**config.mk**
```make
export PLATFORM = sky130hd
export DESIGN_NAME = hazard_ctrl
export DESIGN_NICKNAME = d
export VERILOG_FILES = /design/src/rtl/hazard_ctrl.sv
export SDC_FILE = /design/constraint.sdc
export NUM_CORES = 1
export LEC_CHECK = 0
export CAP_MARGIN = 20
export CORE_ASPECT_RATIO = 0.7
export CORE_MARGIN = 10
export CORE_UTILIZATION = 49
export DETAILED_ROUTE_END_ITERATION = 6
export GPL_TIMING_DRIVEN = 0
export PLACE_DENSITY = 0.8
export SLEW_MARGIN = 15
export SYNTH_ARGS = -nofsm -noshare
export SYNTH_HDL_FRONTEND = slang
export SYNTH_SLANG_ARGS = --single-unit
```
**constraint.sdc**
```tcl
create_clock -name clk_i -period 4 [get_ports clk_i]
set_input_delay 1.2 -clock clk_i [delete_from_list [all_inputs] [get_ports clk_i]]
set_output_delay 1.2 -clock clk_i [all_outputs]
set_load 0.005 [all_outputs]
```
**src/rtl/hazard_ctrl.sv**
```systemverilog
// hazard_ctrl: pipeline hazard detection for the 5-stage core.
// Resolves the hazards bypassing cannot cover: load-use, taken-branch
// redirect and multi-cycle data-memory waits. Stage enables and flushes
// are decoded combinationally from the inputs and the MEM-wait FSM. A
// watchdog flags over-long memory waits, and event counters track stalls
// and branch flushes.
module hazard_ctrl #(
  parameter int unsigned TIMEOUT = 64,
  parameter int unsigned CNT_W   = 32
) (
  input  logic             clk_i,
  input  logic             rst_ni,
  input  logic [4:0]       IFID_rs1_i,
  input  logic [4:0]       IFID_rs2_i,
  input  logic             IFID_rs1_used_i,
  input  logic             IFID_rs2_used_i,
  input  logic [4:0]       IDEX_rd_i,
  input  logic             IDEX_rd_wren_i,
  input  logic             IDEX_memrd_i,
  input  logic             branch_taken_i,
  input  logic             EXMEM_memreq_i,
  input  logic             dmem_ack_i,
  output logic             pc_en_o,
  output logic             IFID_en_o,
  output logic             IFID_flush_o,
  output logic             IDEX_en_o,
  output logic             IDEX_flush_o,
  output logic             EXMEM_en_o,
  output logic             MEMWB_flush_o,
  output logic             mem_wait_o,
  output logic             err_o,
  output logic [CNT_W-1:0] stall_cnt_o,
  output logic [CNT_W-1:0] flush_cnt_o
);

  localparam logic [0:0]       ST_IDLE     = 1'b0;
  localparam logic [0:0]       ST_MEM_WAIT = 1'b1;
  localparam logic [15:0]      TMO_LIM     = 16'(TIMEOUT);
  localparam logic [CNT_W-1:0] CNT_ONE     = {{(CNT_W-1){1'b0}}, 1'b1};

  logic [0:0]       state_r;
  logic [0:0]       state_nxt_s;
  logic [15:0]      tmo_r;
  logic [15:0]      tmo_nxt_s;
  logic             err_r;
  logic [CNT_W-1:0] stall_cnt_r;
  logic [CNT_W-1:0] flush_cnt_r;

  logic mem_stall_s;
  logic rs1_hit_s;
  logic rs2_hit_s;
  logic load_use_s;
  logic pc_en_s;
  logic ifid_en_s;
  logic ifid_flush_s;
  logic idex_en_s;
  logic idex_flush_s;
  logic exmem_en_s;
  logic memwb_flush_s;

  // An outstanding access without ack stalls whether or not the FSM has
  // already moved to MEM_WAIT, so a same-cycle ack never stalls.
  assign mem_stall_s = EXMEM_memreq_i & ~dmem_ack_i;
  assign rs1_hit_s   = IFID_rs1_used_i & (IFID_rs1_i == IDEX_rd_i);
  assign rs2_hit_s   = IFID_rs2_used_i & (IFID_rs2_i == IDEX_rd_i);
  // x0 is hardwired to zero, so a load "writing" it can never be a producer.
  assign load_use_s  = IDEX_memrd_i & IDEX_rd_wren_i & (IDEX_rd_i != 5'd0)
                     & (rs1_hit_s | rs2_hit_s);

  // MEM-wait FSM next-state: enter on an un-acked request, leave on ack.
  always_comb begin
    state_nxt_s = ST_IDLE;
    case (state_r)
      ST_IDLE: begin
        if (mem_stall_s) state_nxt_s = ST_MEM_WAIT;
        else             state_nxt_s = ST_IDLE;
      end
      ST_MEM_WAIT: begin
        if (dmem_ack_i) state_nxt_s = ST_IDLE;
        else            state_nxt_s = ST_MEM_WAIT;
      end
      default: state_nxt_s = ST_IDLE;
    endcase
  end

  // Watchdog count of MEM_WAIT cycles including the current one; it holds at
  // the limit so a very long wait cannot wrap back below it.
  always_comb begin
    tmo_nxt_s = 16'd0;
    case (state_r)
      ST_IDLE: begin
        if (mem_stall_s) tmo_nxt_s = 16'd1;
        else             tmo_nxt_s = 16'd0;
      end
      ST_MEM_WAIT: begin
        if (dmem_ack_i)            tmo_nxt_s = 16'd0;
        else if (tmo_r < TMO_LIM)  tmo_nxt_s = tmo_r + 16'd1;
        else                       tmo_nxt_s = tmo_r;
      end
      default: tmo_nxt_s = 16'd0;
    endcase
  end

  // Enable/flush decode: memory stall beats branch, branch beats load-use.
  // While reset is held the pipeline sees plain run values.
  always_comb begin
    pc_en_s       = 1'b1;
    ifid_en_s     = 1'b1;
    ifid_flush_s  = 1'b0;
    idex_en_s     = 1'b1;
    idex_flush_s  = 1'b0;
    exmem_en_s    = 1'b1;
    memwb_flush_s = 1'b0;
    if (!rst_ni) begin
      pc_en_s = 1'b1;
    end else if (mem_stall_s) begin
      // Freeze everything up to EX/MEM; a branch in EX redirects after release.
      pc_en_s       = 1'b0;
      ifid_en_s     = 1'b0;
      idex_en_s     = 1'b0;
      exmem_en_s    = 1'b0;
      memwb_flush_s = 1'b1;
    end else if (branch_taken_i) begin
      // Wrong-path instructions in IF/ID and ID/EX are squashed; this also
      // covers a load-use match since that ID instruction is being discarded.
      ifid_flush_s = 1'b1;
      idex_flush_s = 1'b1;
    end else if (load_use_s) begin
      pc_en_s      = 1'b0;
      ifid_en_s    = 1'b0;
      idex_flush_s = 1'b1;
    end else begin
      pc_en_s = 1'b1;
    end
  end

  // FSM, watchdog counter and sticky timeout error.
  always_ff @(posedge clk_i or negedge rst_ni) begin
    if (!rst_ni) begin
      state_r <= ST_IDLE;
      tmo_r   <= 16'd0;
      err_r   <= 1'b0;
    end else begin
      state_r <= state_nxt_s;
      tmo_r   <= tmo_nxt_s;
      if (tmo_nxt_s == TMO_LIM) err_r <= 1'b1;
    end
  end

  // Free-running stall and branch-flush event counters (wrap on overflow).
  always_ff @(posedge clk_i or negedge rst_ni) begin
    if (!rst_ni) begin
      stall_cnt_r <= {CNT_W{1'b0}};
      flush_cnt_r <= {CNT_W{1'b0}};
    end else begin
      if (!pc_en_s)     stall_cnt_r <= stall_cnt_r + CNT_ONE;
      if (ifid_flush_s) flush_cnt_r <= flush_cnt_r + CNT_ONE;
    end
  end

  assign pc_en_o       = pc_en_s;
  assign IFID_en_o     = ifid_en_s;
  assign IFID_flush_o  = ifid_flush_s;
  assign IDEX_en_o     = idex_en_s;
  assign IDEX_flush_o  = idex_flush_s;
  assign EXMEM_en_o    = exmem_en_s;
  assign MEMWB_flush_o = memwb_flush_s;
  assign mem_wait_o    = (state_r == ST_MEM_WAIT);
  assign err_o         = err_r;
  assign stall_cnt_o   = stall_cnt_r;
  assign flush_cnt_o   = flush_cnt_r;

endmodule

```
==> impl_metrics.env <==
export IMPL_hold_path_cell_count=1
export IMPL_r2r_start="flush_cnt_o[6]"
export IMPL_die_w_microns=126.5
export IMPL_final_area_sq_um=5380
export IMPL_routed_wl_mm=9.542
export IMPL_maxSlewViolCount=0
export IMPL_r2r_end="flush_cnt_o[22]"
export IMPL_cts_max_level=3
export IMPL_fp_dieArea_sq_um=11960
export IMPL_nFillCells=578
export IMPL_finalHoldViolations=0
export IMPL_final_antenna_net_count=0
export IMPL_critPathKind="primary input to output port"
export IMPL_clock_skew_ns=0.007527
export IMPL_synth_cells=346
export IMPL_antenna_found_initial=0
export IMPL_drv_cap=0
export IMPL_grtUsageTotal_pct=16.14
export IMPL_postSynthAreaPerCell_sq_um=11.24
export IMPL_cts_buffers=9
export IMPL_synth_cell_types=43
export IMPL_diodes=0
export IMPL_max_freq_ghz=0.2549
export IMPL_mappedNetlistArea_sq_um=3890
export IMPL_die_y_microns=94.55
export IMPL_final_period_utilization_pct=98.07
export IMPL_clock_latency_ns=0.33
export IMPL_finalNetCount=486
export IMPL_max_slew_margin_pct=67.21
export IMPL_vdd_ir_drop_worst_mv=0.2473
export IMPL_via_count=2961
export IMPL_initial_core_util_pct=49.85
export IMPL_overflow=0
export IMPL_period_needed_ns=3.923
export IMPL_grt_pass1_wl_mm=15.84
export IMPL_final_cell_mix="clkdlybuf4s50_1, dfrtp_1, xnor2_1"
export IMPL_worstPathArrival_ns=2.72
export IMPL_synth_warnings=0
export IMPL_tritoncts="done"
export IMPL_root_buffer="clkbuf_16"
export IMPL_drt_initial_drc_count=215
export IMPL_cp_max_fo=4
export IMPL_power_density_nw_per_um2=380.2
export IMPL_ys_ff_latch=82
export IMPL_syn_num_nets=373
export IMPL_finish_utilization_pct=68.94
export IMPL_area_growth_pct=38.31
export IMPL_tightestPinTransition_ns=0.4919
export IMPL_firstDrtPassIters=4
export IMPL_place_port_buffers=96
export IMPL_start_kind="primary input"
export IMPL_reg2regPathDepth=6
export IMPL_hp_class="register to register"
export IMPL_r2r_slack_ns=1.94
export IMPL_cts_sinks=82
export IMPL_pwr_share_comb_pct=15.5
export IMPL_io_pin_count=97
export IMPL_end_kind="output port"
export IMPL_hp_start="err_o"
export IMPL_p_clk_share_pct=37.0
export IMPL_power_frac_seq_pct=47.5
export IMPL_cts_clk_slew_worst_paths_ns=0.06
export IMPL_outcome="complete, no violations"
export IMPL_grt_max_degree=32
export IMPL_post_dp_hpwl_mm=7.052
export IMPL_grt_pass1_vias=3069
export IMPL_cts_buffer_depth=2
export IMPL_switching_share_pct=25.51
export IMPL_routedWlPerCell_microns=16.89
export IMPL_setup_viol=0
export IMPL_place_area_sq_um=5002
export IMPL_ctsHoldBuffers=0
export IMPL_rows=27
export IMPL_p_sw_mw=0.5218
export IMPL_p_leak_nw=2.418
export IMPL_p_int_mw=1.524
export IMPL_post_drt_via_cell_ratio=5.241
export IMPL_core_sq_um=7804
export IMPL_drive_above_1_share_pct=11.21
export IMPL_globalplace_congestion=0.8417
export IMPL_layout_commonest_cell="clkdlybuf4s50_1"
export IMPL_synth_seq_area_share_pct=52.75
export IMPL_crit_required_ns=2.80
export IMPL_whs_endpoint="err_o"
export IMPL_drc=0
-- sequential cells by signal, summed over array words and instances (netlist names) --
register     flops
err_o            1
tmo_r           16
flush_cnt_o     32
mem_wait_o       1
stall_cnt_o     32
-- synth_stat cells --
cell type  instances  area (sq um)
and4_1             4         35.03
or4_1              1         7.510
dfrtp_1           82          2052
nor3_1            13         65.06
o21ai_0            1         5.000
nor3_2             2         20.02
o311a_1            1         10.01
xor2_1            28         245.2
nor4b_1            2         17.52
nand3_1           22         110.1
nor4b_2            1         15.01
a31o_2             1         8.760
clkbuf_1           2         7.510
or2b_4             1         11.26
nor3b_1            2         15.01
or3_1              3         18.77
inv_1              9         33.78
a41oi_1            1         8.760
nor3_4             1         16.27
nand2_1           28         105.1
mux2i_1            1         10.01
nand4_2            2         25.02
and2_2             1         7.510
nand2b_1           2         12.51
nor4_1             4         25.02
o22ai_2            1         12.51
or2_2              1         6.260
mux2_2             3         33.78
buf_4              5         37.54
ha_1               3         37.54
nor4_4             3         63.81
and2_1            10         62.56
xnor2_1           50         437.9
nor2_1            20         75.07
a21boi_0           1         7.510
a31o_1             1         8.760
a41oi_2            1         16.27
or4_4              1         11.26
buf_2              1         5.000
nor2b_1            1         6.260
a21oi_1            1         5.000
nand4_1           17         106.4
and3_1            11         68.82
-- metrics by stage --
stage                     total power, mW  worst slack [ns]  setup TNS [ns]  hold WS [ns]  instances
after CTS                           2.062           0.01224               0        0.4724        565
after detailed placement            1.299           -0.7097          -1.930        0.4589        544
final                               2.045           0.07707               0        0.4653        565
after floorplan                     1.086            0.4087               0        0.4437        346
after global routing                2.143          -0.02926        -0.04689        0.4839        565
after global placement              1.286            -3.357         -246.03        0.4549        543
-- worst max-delay path, stage by stage --
cell             delay (ns)
dlygate4sd2_1          0.28
or3_4                  0.34
o311a_4                0.32
a41oi_2                0.20
buf_6                  0.15
clkdlybuf4s15_1        0.22
-- worst max path at each step --
stage                        startpoint      endpoint  slack [ns]  cells after the start
after floorplan            IDEX_rd_i[1]       pc_en_o        0.41                      5
after global placement           rst_ni       pc_en_o       -3.36                      8
after detailed placement   IDEX_rd_i[0]       pc_en_o       -0.71                      7
after CTS                  IDEX_rd_i[3]  IDEX_flush_o        0.01                      7
after global routing      IFID_rs2_i[2]       pc_en_o       -0.03                      8
final                      IDEX_rd_i[1]     IFID_en_o        0.08                      6
-- power by group through the flow --
stage | logic (mW) | registers [mW] | clock network, mW
floorplan | 0.110 | 0.977 | 0
global placement | 0.304 | 0.982 | 0
detailed placement | 0.313 | 0.985 | 0
CTS | 0.323 | 0.971 | 0.768
global route | 0.353 | 0.986 | 0.804
finish | 0.317 | 0.972 | 0.757
-- per-layer routing --
| layer | track usage [%] | share of wire (%) | vias to the layer above | routed length, microns |
|---|---|---|---|---|
| met1 | 20.84 | 45 | 1473 | 4294 |
| met4 | 2.552 | 0.42 | 0 | 40 |
| met3 | 6.659 | 7.1 | 8 | 679 |
| met5 | 0 | 0 | - | 0 |
| met2 | 25.39 | 47 | 67 | 4528 |
| li1 | - | - | 1413 | - |
-- repair_timing --
action                                  CTS  global route
pin swaps                                 4             1
setup buffers                             4             0
cloned                                    1             0
gates resized for setup                  17             8
endpoints found under the setup margin    6             5
-- layout make-up --
class	count	area, sq um	share of cell area [%]
flip-flops and latches	82	2052	38.14
multi-input cells	247	1778	33.05
repair buffers	102	1062	19.74
clock buffers	12	246.5	4.581
well taps	101	126.4	2.349
plain buffers	8	53.80	1.000
inverters	9	33.78	0.6279
clock inverters	4	27.53	0.5116
-- logic make-up after synthesis --
kind of cell | synth area share (%)
AOI/OAI and AO/OA | 2.123
xor gates and xnor gates | 17.56
adders and majority gates | 0.9650
buffers and inverters | 2.155
DFF | 52.75
muxes | 1.126
and+or+nand+nor | 23.32
Note: power is estimated with default switching activity, not from simulation.
